===== src/rtl/loteria_pkg.sv =====
// Shared types and constants for the lottery bet datapath.
// Holds the sequencer state enum, the BCD digit width and limit, and the
// width of the 5-bit counters shared with the prize outputs.
package loteria_pkg;

    localparam int DIGITO_W   = 4;
    localparam int CONTADOR_W = 5;

    localparam logic [DIGITO_W-1:0]   DIGITO_MAX   = 4'd9;
    localparam logic [CONTADOR_W-1:0] CONTADOR_MAX = '1;

    typedef enum logic [2:0] {
        COLETA,
        ENVIA,
        ESPERA,
        FECHA,
        FIM
    } estado_t;

endpackage


===== src/rtl/aposta_buffer.sv =====
// Bet digit register file: NUM_DIGITOS x 4-bit entries with a write pointer.
// A write lands at the current pointer and advances it; limpa only rewinds
// the pointer, while reset also zeroes every stored digit.
module aposta_buffer
    import loteria_pkg::*;
#(
    parameter int NUM_DIGITOS = 5
) (
    input  logic                                 clock,
    input  logic                                 reset,
    input  logic                                 escreve,
    input  logic [DIGITO_W-1:0]                  dado,
    input  logic                                 limpa,
    output logic [NUM_DIGITOS-1:0][DIGITO_W-1:0] digitos,
    output logic [2:0]                           qtd
);

    localparam logic [2:0] CAPACIDADE = 3'(NUM_DIGITOS);

    logic [NUM_DIGITOS-1:0][DIGITO_W-1:0] mem_q, mem_d;
    logic [2:0]                           ptr_q, ptr_d;

    // Next buffer contents: clear wins, writes are dropped once full.
    always_comb begin
        mem_d = mem_q;
        ptr_d = ptr_q;
        if (limpa) begin
            ptr_d = '0;
        end else if (escreve && (ptr_q < CAPACIDADE)) begin
            mem_d[ptr_q] = dado;
            ptr_d        = ptr_q + 3'd1;
        end
    end

    // Register the digits and the write pointer.
    always_ff @(posedge clock) begin
        if (reset) begin
            mem_q <= '0;
            ptr_q <= '0;
        end else begin
            mem_q <= mem_d;
            ptr_q <= ptr_d;
        end
    end

    assign digitos = mem_q;
    assign qtd     = ptr_q;

endmodule


===== src/rtl/aposta_sequenciador.sv =====
// Bet sequencer: collects BCD digits from a keypad, then replays the bet to
// the downstream checker as insere strobes spaced by GAP_CICLOS idle cycles,
// adds a closing strobe repeating the last digit, and ends with fim_jogo.
// Optional feature macro: APOSTA_CONTADOR_EN adds the saturating apostas
// counter output.
// Handshake: insere, fim_jogo and erro are single-cycle strobes with no
// back-pressure; inputs are only honoured while ocupado is low.
// estado exposes the current FSM state for debug.
module aposta_sequenciador
    import loteria_pkg::*;
#(
    parameter int NUM_DIGITOS = 5,
    parameter int GAP_CICLOS  = 1
) (
    input  logic                  clock,
    input  logic                  reset,
    input  logic [DIGITO_W-1:0]   digito_in,
    input  logic                  digito_valido,
    input  logic                  apaga,
    input  logic                  confirma,
    output logic [DIGITO_W-1:0]   numero,
    output logic                  insere,
    output logic                  fim_jogo,
    output logic                  ocupado,
    output logic                  erro,
    output logic [2:0]            qtd_digitos,
    output estado_t               estado
`ifdef APOSTA_CONTADOR_EN
    ,
    output logic [CONTADOR_W-1:0] apostas
`endif
);

    localparam logic [2:0] TOTAL    = 3'(NUM_DIGITOS);
    localparam logic [1:0] GAP_ULT  = 2'(GAP_CICLOS - 1);
    localparam bit         SEM_GAP  = (GAP_CICLOS == 0);

    estado_t               state_q, state_d;
    logic [2:0]            idx_q, idx_d, idx_prox;
    logic [1:0]            espera_q, espera_d;
    logic [DIGITO_W-1:0]   numero_q, numero_d;
    logic                  insere_q, insere_d;
    logic                  fim_q, fim_d;
    logic                  ocupado_q, ocupado_d;
    logic                  erro_q, erro_d;
    logic                  avancar;
    logic                  buf_escreve, buf_limpa;
    logic [NUM_DIGITOS-1:0][DIGITO_W-1:0] digitos;

    aposta_buffer #(
        .NUM_DIGITOS (NUM_DIGITOS)
    ) u_buffer (
        .clock   (clock),
        .reset   (reset),
        .escreve (buf_escreve),
        .dado    (digito_in),
        .limpa   (buf_limpa),
        .digitos (digitos),
        .qtd     (qtd_digitos)
    );

    // Next state and next registered outputs. idx == NUM_DIGITOS marks the
    // closing strobe, so an expiring wait there leads to FIM.
    always_comb begin
        state_d     = state_q;
        idx_d       = idx_q;
        espera_d    = espera_q;
        numero_d    = numero_q;
        erro_d      = 1'b0;
        avancar     = 1'b0;
        buf_escreve = 1'b0;
        buf_limpa   = 1'b0;
        idx_prox    = idx_q + 3'd1;

        case (state_q)
            COLETA: begin
                if (apaga) begin
                    buf_limpa = 1'b1;
                end else if (digito_valido) begin
                    if ((digito_in > DIGITO_MAX) || (qtd_digitos == TOTAL)) begin
                        erro_d = 1'b1;
                    end else begin
                        buf_escreve = 1'b1;
                    end
                end else if (confirma) begin
                    if (qtd_digitos == TOTAL) begin
                        state_d = ENVIA;
                        idx_d   = '0;
                    end else begin
                        erro_d = 1'b1;
                    end
                end
            end
            ENVIA, FECHA: begin
                if (SEM_GAP) begin
                    avancar = 1'b1;
                end else begin
                    state_d  = ESPERA;
                    espera_d = '0;
                end
            end
            ESPERA: begin
                if (espera_q == GAP_ULT) begin
                    avancar = 1'b1;
                end else begin
                    espera_d = espera_q + 2'd1;
                end
            end
            FIM: begin
                state_d   = COLETA;
                buf_limpa = 1'b1;
            end
            default: begin
                state_d = COLETA;
            end
        endcase

        if (avancar) begin
            if (idx_q == TOTAL) begin
                state_d = FIM;
            end else begin
                idx_d   = idx_prox;
                state_d = (idx_prox == TOTAL) ? FECHA : ENVIA;
            end
        end

        insere_d  = (state_d == ENVIA) || (state_d == FECHA);
        fim_d     = (state_d == FIM);
        ocupado_d = (state_d != COLETA);
        case (state_d)
            COLETA:      numero_d = '0;
            ENVIA:       numero_d = digitos[idx_d];
            FECHA, FIM:  numero_d = digitos[NUM_DIGITOS-1];
            default:     numero_d = numero_q;
        endcase
    end

    // FSM state and registered outputs.
    always_ff @(posedge clock) begin
        if (reset) begin
            state_q   <= COLETA;
            idx_q     <= '0;
            espera_q  <= '0;
            numero_q  <= '0;
            insere_q  <= 1'b0;
            fim_q     <= 1'b0;
            ocupado_q <= 1'b0;
            erro_q    <= 1'b0;
        end else begin
            state_q   <= state_d;
            idx_q     <= idx_d;
            espera_q  <= espera_d;
            numero_q  <= numero_d;
            insere_q  <= insere_d;
            fim_q     <= fim_d;
            ocupado_q <= ocupado_d;
            erro_q    <= erro_d;
        end
    end

    assign numero   = numero_q;
    assign insere   = insere_q;
    assign fim_jogo = fim_q;
    assign ocupado  = ocupado_q;
    assign erro     = erro_q;
    assign estado   = state_q;

`ifdef APOSTA_CONTADOR_EN
    logic [CONTADOR_W-1:0] apostas_q, apostas_d;

    // Count completed bets, saturating at the counter maximum.
    always_comb begin
        apostas_d = apostas_q;
        if ((state_d == FIM) && (apostas_q != CONTADOR_MAX)) begin
            apostas_d = apostas_q + 1'b1;
        end
    end

    // Register the bet counter.
    always_ff @(posedge clock) begin
        if (reset) begin
            apostas_q <= '0;
        end else begin
            apostas_q <= apostas_d;
        end
    end

    assign apostas = apostas_q;
`endif

endmodule


===== config.mk =====
export PLATFORM = sky130hd
export DESIGN_NAME = aposta_sequenciador
export DESIGN_NICKNAME = d
export VERILOG_FILES = /design/src/rtl/loteria_pkg.sv /design/src/rtl/aposta_buffer.sv /design/src/rtl/aposta_sequenciador.sv
export SDC_FILE = /design/constraint.sdc
export NUM_CORES = 1
export LEC_CHECK = 0
export BUFFER_PORTS_ARGS = -buffer_cell sky130_fd_sc_hd__buf_2
export CORE_MARGIN = 5
export CORE_UTILIZATION = 52
export DETAILED_ROUTE_END_ITERATION = 7
export PLACE_DENSITY = 0.84
export SLEW_MARGIN = 20
export SYNTH_ARGS = -nofsm -noshare
export SYNTH_HDL_FRONTEND = slang
export SYNTH_SLANG_ARGS = --single-unit

===== constraint.sdc =====
create_clock -name clock -period 2.1 [get_ports clock]
set_clock_uncertainty 0.2 [all_clocks]
set_input_delay 0.42 -clock clock [delete_from_list [all_inputs] [get_ports clock]]
set_output_delay 0.42 -clock clock [all_outputs]
set_load 0.005 [all_outputs]

==> metrics.md <==
| Metric | Value |
|---|---|
| Drc violations | 0 |
| Final Hold Viols | 0 |
| Initial drt markers | 142 |
| Largest net degree at the start of global routing | 24 |
| Mapped cell area | about 0.0020 mm² |
| Failing checks | setup timing |
| Fin crit share | 102% |
| Initial antenna violation count | 0 |
| Initial Utilization | 53.7% |
| Core ar. | 0.00366 mm² |
| Switching portion of total power | about 26% |
| Part of the power in registers | 54.7% |
| Worst path top cell family by delay | simple AND/OR/NAND/NOR gates |
| Post-place setup slack | -0.242 ns |
| Count leader, synth | dfxtp_1 |
| Internal Pwr Total | between 0.001 and 0.0015 W |
| Syn avg cell area | ~9 µm² |
| Die area | between 0.005 and 0.006 mm² |
| VDD IR-drop max | around 0.00057 V |
| Area Overhead vs Synth | 36.3% |
| Via count | between 1500 and 2000 |
| GRT Residual Overflow | 0 |
| CP Class | register to register |
| R2R cell count | 7 |
| DR pass1 iterations | 4 |
| CTS clk-pin slew, worst paths | ~0.09 ns |
| Arr. time, crit path | between 2 and 2.5 ns |
| Hold Path Sink | erro |
| First-pass GRT wire length | approximately 8000 µm |
| Leading area contributor after synthesis | dfxtp_1 |
| Clock network fraction of total power | between 30% and 40% |
| Ranking of synthesized cells by instance count | dfxtp_1, nor2_1, mux2i_1 |
| Util after Layout | about three quarters |
| Final setup margin | -0.0430 ns |
| CP Max Fanout | 9 |
| Clk root buf | clkbuf_8 |
| Hold Path Class | input pin to register |
| CTS Sinks | 39 |
| DR vias/cell | between 5 and 6 |
| CTS tree | done |
| Tmin final | between 2 and 2.5 ns |
| Number of synthesized flops with an enable pin | 0 |
| I/O pin count | 23 |
| Layout cell share with drive strength beyond 1 | between 30% and 40% |
| Final wirelength | 5570 µm |
| RSZ-0062 raised after global routing | yes |
| HPWL after detailed placement | about 3500 µm |
| Outcome | finished with violations |
| Fmax | around 470 MHz |
| Die Ht | around 71 µm |
| Synth warn | 0 |
| CP Cell Sequence | inv_1 > ha_1 > nand2_1 > nand3_4 > and3_1 > o31ai_1 > a221oi_2 |
| Hold buffer count at cts | 0 |
| Max-Cap Viols | 0 |
| CP peak stage delay | ~0.39 ns |
| Combinational power share | under 10% |
| CP Launch Type | register |
| Synth cell types | between 40 and 50 |
| Crit end category | register |
| IO Port Bufs | 22 |
| Worst-Skew Late Latency | 0.31 ns |
| Buf/Inv on CP | 1 |
| Worst slew margin | a little under three quarters |
| Critical Path RT | 2.08 ns |
| Ys flop type | dfxtp_1 |
| Reg2reg end | numero[3] |
| Num CTS Buffers | 5 |
| Seq/Total Area, Yosys | 39.7% |
| WHS | approximately 0.22 ns |
| GRT Total Usage | about a fifth |
| Worst-margin pin slew | approximately 0.43 ns |
| Fin nets | 285 |
| Min-Delay Path Depth | 3 |
| Pwr dens | around 500 mW/mm² |
| Slowest CP cell | dfxtp_2 |
| Share of the synthesized area in the top cell type | approximately two fifths |
| Register bit total from synthesis | 39 |
| Hold path startpoint | confirma |
| Leakage | ~1.1 nW |
| Final Slew Violations | 0 |
| Row count | 22 |
| Vias in the first global route | ~1800 |
| Top cells by area, synth | dfxtp_1, mux2i_1, nor2_1, a21oi_1, ha_1 |
| Post-synth ARST share | 0% |
| Synth Instances | about 220 |
| H-tree depth | 2 |
| Reg-to-reg setup timing slack | -0.04 ns |
| Net Switching | 0.000349 W |
| Die width | 71.5 µm |
| ANT nets after route | 0 |
| Final setup fails | 3 |
| DR WL/cell | between 15 and 20 µm |
| CTS Buffer Depth | 2 |
| Routability-driven placement congestion ratio | roughly 0.93 |
| Ant. Diodes | 0 |
| Syn Nets | approximately 230 |
| FF-to-FF Start | idx_q[1] |
==> how the worst max path moves through the flow <==
stage,startpoint,endpoint,slack [ns],depth (start not counted)
after floorplan,apaga,numero[3],-0.01,6
after global routing,idx_q[1],numero[3],-0.22,7
after global placement,apaga,numero[0],-0.18,6
after CTS,u_buffer.qtd[1],numero[1],0.01,7
final,idx_q[1],numero[3],-0.04,7
after detailed placement,apaga,numero[1],-0.24,6
==> sequential cells by signal, indices dropped and copies added (netlist names), 2 cells and up <==
name / flops
espera_q: 2
numero: 4
u_buffer.qtd: 3
u_buffer.digitos: 20
estado: 3
idx_q: 3
==> repair_timing <==
item,CTS,global route
gates cloned,0,1
pin swaps,2,22
setup endpoints to repair,4,12
gates resized for setup,12,38
setup buffers,1,8
==> through the flow <==
step | cell area (µm²) | setup TNS, ns | power [W] | cells
2_1_floorplan | 1970 | -0.0302 | 0.000807 | 219
3_3_place_gp | 2260 | -1.20 | 0.000842 | 301
3_5_place_dp | 2260 | -1.58 | 0.000844 | 301
4_1_cts | 2420 | 0 | 0.00136 | 310
5_1_grt | 2680 | -0.442 | 0.00141 | 319
6_report | 2680 | -0.121 | 0.00136 | 319
==> routing by layer <==
layer / vias to the layer above / part of all wire (%) / global-route usage, %
met4: 0 / 2.2 / 10.2
met3: 16 / 4.5 / 5.19
met5: - / 0 / 0
li1: 891 / - / -
met1: 891 / 42 / 23.1
met2: 51 / 51 / 33.3
==> cell usage in the layout, fill, tap and decap left out, types with 3 or more instances in the layout <==
cell type / n
o21ai_1: 5
clkbuf_8: 5
dfxtp_1: 35
a21oi_1: 14
ha_1: 3
nand4b_1: 3
buf_2: 22
nor2_1: 34
nor3b_2: 3
o21ai_0: 5
inv_1: 7
and3_1: 4
nand2_1: 5
nand3_1: 3
nor3_1: 4
buf_4: 30
mux2i_1: 24
==> cells by family after synthesis <==
family | after synthesis | synth area share, %
AND/OR/NAND/NOR | 77 | 21.4
XOR/XNOR | 4 | 1.78
AO/OA/AOI/OAI | 49 | 16.1
flip-flops | 39 | 39.7
multiplexers | 25 | 12.8
adder cells (fa/ha/maj) | 6 | 3.82
buffers and inverters | 19 | 4.39
==> tightest hold or removal path: stages <==
cell and delay [ns]:
buf_2 0.09, a31oi_1 0.06, nor3_1 0.11
==> layout make-up <==
cell class | instances | area [µm²]
multi-input combinational | 162 | 1350
clock inverter | 3 | 23.8
sequential | 39 | 791
fill | 243 | 983
tap | 48 | 60.1
timing repair buffer | 54 | 358
inverter | 8 | 30.0
clock buffer | 5 | 68.8
==> power by group through the flow <==
stage                     Clock (W)  Combinational [W]  Sequential, W
final                      0.000535          0.0000836       0.000745
after global routing       0.000571          0.0000908       0.000746
after CTS                  0.000534          0.0000796       0.000748
after detailed placement          0          0.0000782       0.000765
after global placement            0          0.0000770       0.000765
after floorplan                   0          0.0000426       0.000765
(Power assumes the default switching activity.)
